--- config.mk ---
export PLATFORM = sky130hd
export DESIGN_NAME = digit_reader
export DESIGN_NICKNAME = d
export VERILOG_FILES = /design/src/rtl/digit_reader.sv
export SDC_FILE = /design/constraint.sdc
export NUM_CORES = 1
export LEC_CHECK = 0
export CAP_MARGIN = 20
export CORE_UTILIZATION = 57
export CTS_BUF_LIST = sky130_fd_sc_hd__clkbuf_16
export CTS_CLUSTER_SIZE = 30
export DETAILED_ROUTE_END_ITERATION = 12
export PLACE_DENSITY_LB_ADDON = 0.15
export SYNTH_ARGS = -nofsm -noshare
export SYNTH_HDL_FRONTEND = slang
export SYNTH_SLANG_ARGS = --single-unit
--- constraint.sdc ---
create_clock -name clk -period 2.71 [get_ports clk]
set_input_delay 0.271 -clock clk [delete_from_list [all_inputs] [get_ports clk]]
set_output_delay 0.271 -clock clk [all_outputs]
set_load 0.02 [all_outputs]
--- src/rtl/digit_reader.sv ---
// Reads the pi result RAM from the integer word (L-1) down to word 0 and streams
// decimal digits over valid/ready. Define DIGIT_READER_POINT_EN to emit 4'hA after the integer digit.
module digit_reader #(
  parameter int L        = 60,
  parameter int ADR_BITS = 6,
  parameter int N        = 10,
  parameter int RAMDELAY = 2
) (
  input  logic                clk,
  input  logic                rst,
  input  logic                start,
  output logic [ADR_BITS-1:0] rd_addr,
  input  logic [N-1:0]        rd_data,
  output logic [3:0]          digit,
  output logic                digit_valid,
  input  logic                digit_ready,
  output logic                busy,
  output logic                done,
  output logic                err
);

`ifdef DIGIT_READER_POINT_EN
  localparam bit POINT_EN = 1'b1;
`else
  localparam bit POINT_EN = 1'b0;
`endif

  // digit/digit_valid follow valid/ready: a transfer happens on any clock with
  // both high; while valid is high and ready low, digit holds and valid stays up.
  typedef enum logic [2:0] {
    S_IDLE, S_WAIT, S_CONV, S_EMIT, S_NEXT, S_DONE
  } state_e;

  state_e              state_q, state_d;
  logic [ADR_BITS-1:0] rd_addr_q, rd_addr_d;
  logic [7:0]          wait_cnt_q, wait_cnt_d;
  logic [N-1:0]        rem_q, rem_d;
  logic [3:0]          hund_q, hund_d;
  logic [3:0]          tens_q, tens_d;
  logic [1:0]          idx_q, idx_d;
  logic [3:0]          digit_q, digit_d;
  logic                digit_valid_q, digit_valid_d;
  logic                busy_q, busy_d;
  logic                done_q, done_d;
  logic                err_q, err_d;

  logic is_int;
  logic xfer;

  assign is_int = (rd_addr_q == ADR_BITS'(L - 1));
  assign xfer   = digit_valid_q & digit_ready;

  always_comb begin
    state_d       = state_q;
    rd_addr_d     = rd_addr_q;
    wait_cnt_d    = wait_cnt_q;
    rem_d         = rem_q;
    hund_d        = hund_q;
    tens_d        = tens_q;
    idx_d         = idx_q;
    digit_d       = digit_q;
    digit_valid_d = digit_valid_q;
    busy_d        = busy_q;
    done_d        = done_q;
    err_d         = err_q;
    case (state_q)
      S_IDLE: begin
        if (start) begin
          rd_addr_d  = ADR_BITS'(L - 1);
          wait_cnt_d = '0;
          busy_d     = 1'b1;
          done_d     = 1'b0;
          err_d      = 1'b0;
          state_d    = S_WAIT;
        end
      end
      S_WAIT: begin
        if (wait_cnt_q == 8'(RAMDELAY - 1)) begin
          // Out-of-range words skip the iteration and read back as 999.
          if (int'(rd_data) > 999) begin
            err_d  = 1'b1;
            rem_d  = N'(9);
            hund_d = 4'd9;
            tens_d = 4'd9;
          end else begin
            rem_d  = rd_data;
            hund_d = 4'd0;
            tens_d = 4'd0;
          end
          state_d = S_CONV;
        end else begin
          wait_cnt_d = wait_cnt_q + 8'd1;
        end
      end
      S_CONV: begin
        if (rem_q >= N'(100)) begin
          rem_d  = rem_q - N'(100);
          hund_d = hund_q + 4'd1;
        end else if (rem_q >= N'(10)) begin
          rem_d  = rem_q - N'(10);
          tens_d = tens_q + 4'd1;
        end else begin
          digit_valid_d = 1'b1;
          state_d       = S_EMIT;
          if (is_int) begin
            digit_d = rem_q[3:0];
            idx_d   = 2'd2;
          end else begin
            digit_d = hund_q;
            idx_d   = 2'd0;
          end
        end
      end
      S_EMIT: begin
        if (xfer) begin
          case (idx_q)
            2'd0: begin
              digit_d = tens_q;
              idx_d   = 2'd1;
            end
            2'd1: begin
              digit_d = rem_q[3:0];
              idx_d   = 2'd2;
            end
            2'd2: begin
              if (is_int && POINT_EN) begin
                digit_d = 4'hA;
                idx_d   = 2'd3;
              end else begin
                digit_valid_d = 1'b0;
                state_d       = S_NEXT;
              end
            end
            default: begin
              digit_valid_d = 1'b0;
              state_d       = S_NEXT;
            end
          endcase
        end
      end
      S_NEXT: begin
        if (rd_addr_q == '0) begin
          done_d  = 1'b1;
          busy_d  = 1'b0;
          state_d = S_DONE;
        end else begin
          rd_addr_d  = rd_addr_q - ADR_BITS'(1);
          wait_cnt_d = '0;
          state_d    = S_WAIT;
        end
      end
      S_DONE: state_d = S_IDLE;
      default: state_d = S_IDLE;
    endcase
  end

  always_ff @(posedge clk or negedge rst) begin
    if (!rst) begin
      state_q       <= S_IDLE;
      rd_addr_q     <= '0;
      wait_cnt_q    <= '0;
      rem_q         <= '0;
      hund_q        <= '0;
      tens_q        <= '0;
      idx_q         <= '0;
      digit_q       <= '0;
      digit_valid_q <= 1'b0;
      busy_q        <= 1'b0;
      done_q        <= 1'b0;
      err_q         <= 1'b0;
    end else begin
      state_q       <= state_d;
      rd_addr_q     <= rd_addr_d;
      wait_cnt_q    <= wait_cnt_d;
      rem_q         <= rem_d;
      hund_q        <= hund_d;
      tens_q        <= tens_d;
      idx_q         <= idx_d;
      digit_q       <= digit_d;
      digit_valid_q <= digit_valid_d;
      busy_q        <= busy_d;
      done_q        <= done_d;
      err_q         <= err_d;
    end
  end

  assign rd_addr     = rd_addr_q;
  assign digit       = digit_q;
  assign digit_valid = digit_valid_q;
  assign busy        = busy_q;
  assign done        = done_q;
  assign err         = err_q;

endmodule

==> run_results.csv <==
group,metric,value,unit
yosys,syn_avg_cell_area,9.58,um^2
cts,clkSinkCount,45,
timing,final_hold_viol_count,0,
grt,grt_start_max_net_pins,46,
power_and_ir_drop,sum_of_internal_switching_and_leakage_power,4.28,mW
timing,timing.final.max_slew_violations,0,
cts,cts-root-to-sink-buffers,2,
power_and_ir_drop,power.static_leakage,1.46,nW
yosys,synthesis.area,0.00290,mm^2
drt,route.detailed.drc,0,
timing,tightestPinTransition,0.610,ns
layout,final_layout_size_suffix_gt1_frac,0.114,
timing,hold_ws,0.333,ns
yosys,synth_flop_cell,"sky130_fd_sc_hd__dfrtp_1",
grt,antenna_found_initial,0,
power_and_ir_drop,ir_drop,0.664,mV
cts,tritoncts,"done",
placement,routabilityCongestion,0.930,
layout,nNetsFinal,358,
layout,antenna_cells,0,
worst_setup_path,timing.reg2reg.setup_slack,0.26,ns
yosys,synth-seq-area-share,0.388,
placement,dp.final_hpwl,4990,um
timing,max_clock_freq,0.408,GHz
timing,timing.final.crit_period,2.45,ns
cts,cts_buffers,5,
worst_setup_path,setup.worst_path.start,"rem_q[2]",
drt,routed_via_density,6.33,
worst_setup_path,r2r-start,"rem_q[2]",
floorplan,fp-row-count,25,
yosys,syn-instance-count,303,
grt,grt_remaining_overflow,0,
worst_setup_path,path_cells,"inv_1 > ha_1 > a2111o_1 > o31ai_4 > and2_2 > a21oi_1 > a211o_1",
floorplan,core_area,0.00482,mm^2
yosys,synth-compound-area-share,0.238,
worst_setup_path,critical_path_class,"flip-flop to flip-flop",
cts,clk_pin_slew_worst_paths,0.07,ns
drt,routed_wirelength,7000,um
timing,slew_headroom,0.591,
yosys,synth-warning-count,0,
drt,number_of_nets_with_antenna_violations_after_detailed_routing,0,
layout,multi_input_comb_area,0.00164,mm^2
yosys,post_synth_fa_ha_maj_area_fraction,0.0474,
drt,drtPass1Iterations,5,
yosys,yosysUniqueCellTypes,67,
yosys,post_synth_xor_area_fraction,0.0332,
floorplan,initial_utilization,0.602,
worst_setup_path,timing.critical_path.slowest_stage_cell,"sky130_fd_sc_hd__a2111o_1",
power_and_ir_drop,power.density,1250,mW/mm^2
layout,regArea,0.00113,mm^2
worst_setup_path,crit_path_max_fanout,11,
cts,worst_skew_pair.late_latency,0.28,ns
drt,dr_vias,2537,
worst_setup_path,kind_of_capture_point_of_the_worst_setup_path,"flip-flop",
worst_setup_path,worst_setup_path_start_kind,"flip-flop",
timing,finalClockSkew,0.00980,ns
worst_setup_path,worst-endpoint-required,2.88,ns
worst_setup_path,rr_worst_depth,7,
worst_setup_path,arr_time_crit_path,2.62,ns
yosys,synthMuxAreaShare,0.0384,
layout,filler_cell_count,395,
worst_setup_path,worst_r2r_dst,"rem_q[9]",
cts,clk_root_buffer_cell,"sky130_fd_sc_hd__clkbuf_16",
flow_run,maxCapViolations,0,
timing,finalSetupViolCount,0,
layout,area_growth,18.3,%
floorplan,ioPinCount,28,
timing,setup_tns,0,ns
drt,iteration_0_drc_count_of_the_detailed_router,233,
grt,grt_pass1_wl,11800,um
yosys,synth_seq_cells,45,
grt,grt_pass1_vias,2404,
floorplan,fp.dieArea,0.00538,mm^2
outcome,status,"finished, final reports clean",
placement,port-buffer-count,27,
yosys,mappedNetlistNets,328,
min_path,class_of_the_tightest_hold_or_removal_check,"primary input to async pin",
floorplan,die_h,73.3,um
timing,rsz0062_at_grt,"no",
yosys,synth-edff-count,0,
grt,grt_usage,0.286,
worst_setup_path,critical_path.endpoint,"rem_q[9]",
yosys,async_set_or_reset_flop_fraction_in_the_synthesized_netlist,1.00,
worst_setup_path,cpPeakStageDelay,0.49,ns
yosys,combinational_family_with_the_most_area_after_synthesis,"compound AO/OA/AOI/OAI gates",
drt,wire_per_inst,17.5,um
timing,part_of_the_cycle_the_worst_path_needs,0.904,
cts,htree_num_levels,2,
yosys,synth-simple-area-share,0.209,
floorplan,die_width,73.3,um
==> metrics by stage <==
step                      setup slack [ns]  instance area [um^2]  utilization  instances
after global routing                 0.121                  3430        0.712        401
final                                0.261                  3430        0.712        401
after detailed placement             0.197                  3230        0.671        391
after floorplan                      0.502                  2900            -        303
after global placement               0.293                  3230        0.671        391
after CTS                            0.177                  3400        0.706        399
==> cells by family (layout without fill, tap and decap cells) <==
logic type	count (synthesis)	in the layout
fa+ha+maj	11	11
simple gates	109	109
flops	45	45
buf+inv	29	60
mux	8	8
compound gates	90	90
xor+xnor	11	11
==> state kept, by name (all words and copies together) (netlist names) <==
register	count
rem_q	10
busy	1
wait_cnt_q	8
digit_valid	1
done	1
rd_addr	6
idx_q	2
state_q	3
err	1
digit	4
hund_q	4
tens_q	4
==> timing repair <==
item	4_1_cts	5_1_grt
gates resized for setup	0	1
hold buffers	0	1
endpoints found under the setup margin	0	1
endpoints found under the hold margin	0	4
setup buffers	0	0
==> synth_stat cells (5+ instances only) <==
master,count,area (um^2)
sky130_fd_sc_hd__a22o_1,5,43.8
sky130_fd_sc_hd__buf_2,5,25.0
sky130_fd_sc_hd__nor4_1,6,37.5
sky130_fd_sc_hd__o21ai_1,5,25.0
sky130_fd_sc_hd__nor3_1,6,30.0
sky130_fd_sc_hd__inv_1,15,56.3
sky130_fd_sc_hd__nand3_1,11,55.1
sky130_fd_sc_hd__nand4_1,7,43.8
sky130_fd_sc_hd__xor2_1,7,61.3
sky130_fd_sc_hd__nand2_1,21,78.8
sky130_fd_sc_hd__nor2_1,25,93.8
sky130_fd_sc_hd__mux2_4,6,90.1
sky130_fd_sc_hd__dfrtp_1,45,1130
sky130_fd_sc_hd__a21oi_1,17,85.1
sky130_fd_sc_hd__clkbuf_1,6,22.5
sky130_fd_sc_hd__ha_1,11,138
sky130_fd_sc_hd__o21ai_0,10,50.1
==> per-layer routing <==
layer,GRT usage,vias to the layer above,routed length (um)
met2,0.445,103,3230
met5,0,-,0
met4,0.0748,0,106
met3,0.0412,10,429
li1,-,1201,-
met1,0.416,1223,3240
==> how the worst min path moves through the flow <==
stage	slack, ns	start	cells past startpoint	endpoint
after detailed placement	0.50	rst	1	done
after global placement	0.49	busy	2	busy
final	0.33	rst	2	rd_addr[5]
after global routing	0.36	rst	2	rd_addr[5]
after floorplan	-0.02	rst	0	busy
after CTS	0.19	rst	1	rd_addr[4]
==> power by group <==
| part | leakage [nW] | switching, mW | total [mW] | internal [mW] |
|---|---|---|---|---|
| clock | 0.0852 | 0.253 | 0.686 | 0.433 |
| combinational | 0.827 | 1.29 | 2.28 | 0.985 |
| sequential | 0.549 | 0.374 | 1.32 | 0.944 |
| total | 1.46 | 1.92 | 4.28 | 2.36 |
==> placed cells by master (no fill, tap or decap), types with 7 or more instances in the layout <==
master and instances:
sky130_fd_sc_hd__dfrtp_1 45, sky130_fd_sc_hd__buf_4 8, sky130_fd_sc_hd__nor2_1 25, sky130_fd_sc_hd__nand2_1 21
sky130_fd_sc_hd__xor2_1 7, sky130_fd_sc_hd__a21oi_1 17, sky130_fd_sc_hd__clkdlybuf4s50_1 26, sky130_fd_sc_hd__ha_1 11
sky130_fd_sc_hd__o21ai_0 10, sky130_fd_sc_hd__nand3_1 11, sky130_fd_sc_hd__nand4_1 7, sky130_fd_sc_hd__inv_1 16
==> cell type report <==
type                       count  area share
tap                           67      0.0244
clock buffer                   5      0.0365
sequential                    45       0.328
timing repair buffer          37       0.104
clock inverter                 3      0.0124
inverter                      15      0.0164
multi-input combinational    229       0.479
==> worst max-delay path: cells and delay by family (launching register included) <==
family | cells | cell delay (ns)
adders and majority gates | 1 | 0.23
and+or+nand+nor | 1 | 0.35
buffers and inverters | 1 | 0.13
AOI/OAI and AO/OA | 4 | 1.14
DFF | 1 | 0.48
Note: power is estimated with default switching activity, not from simulation.
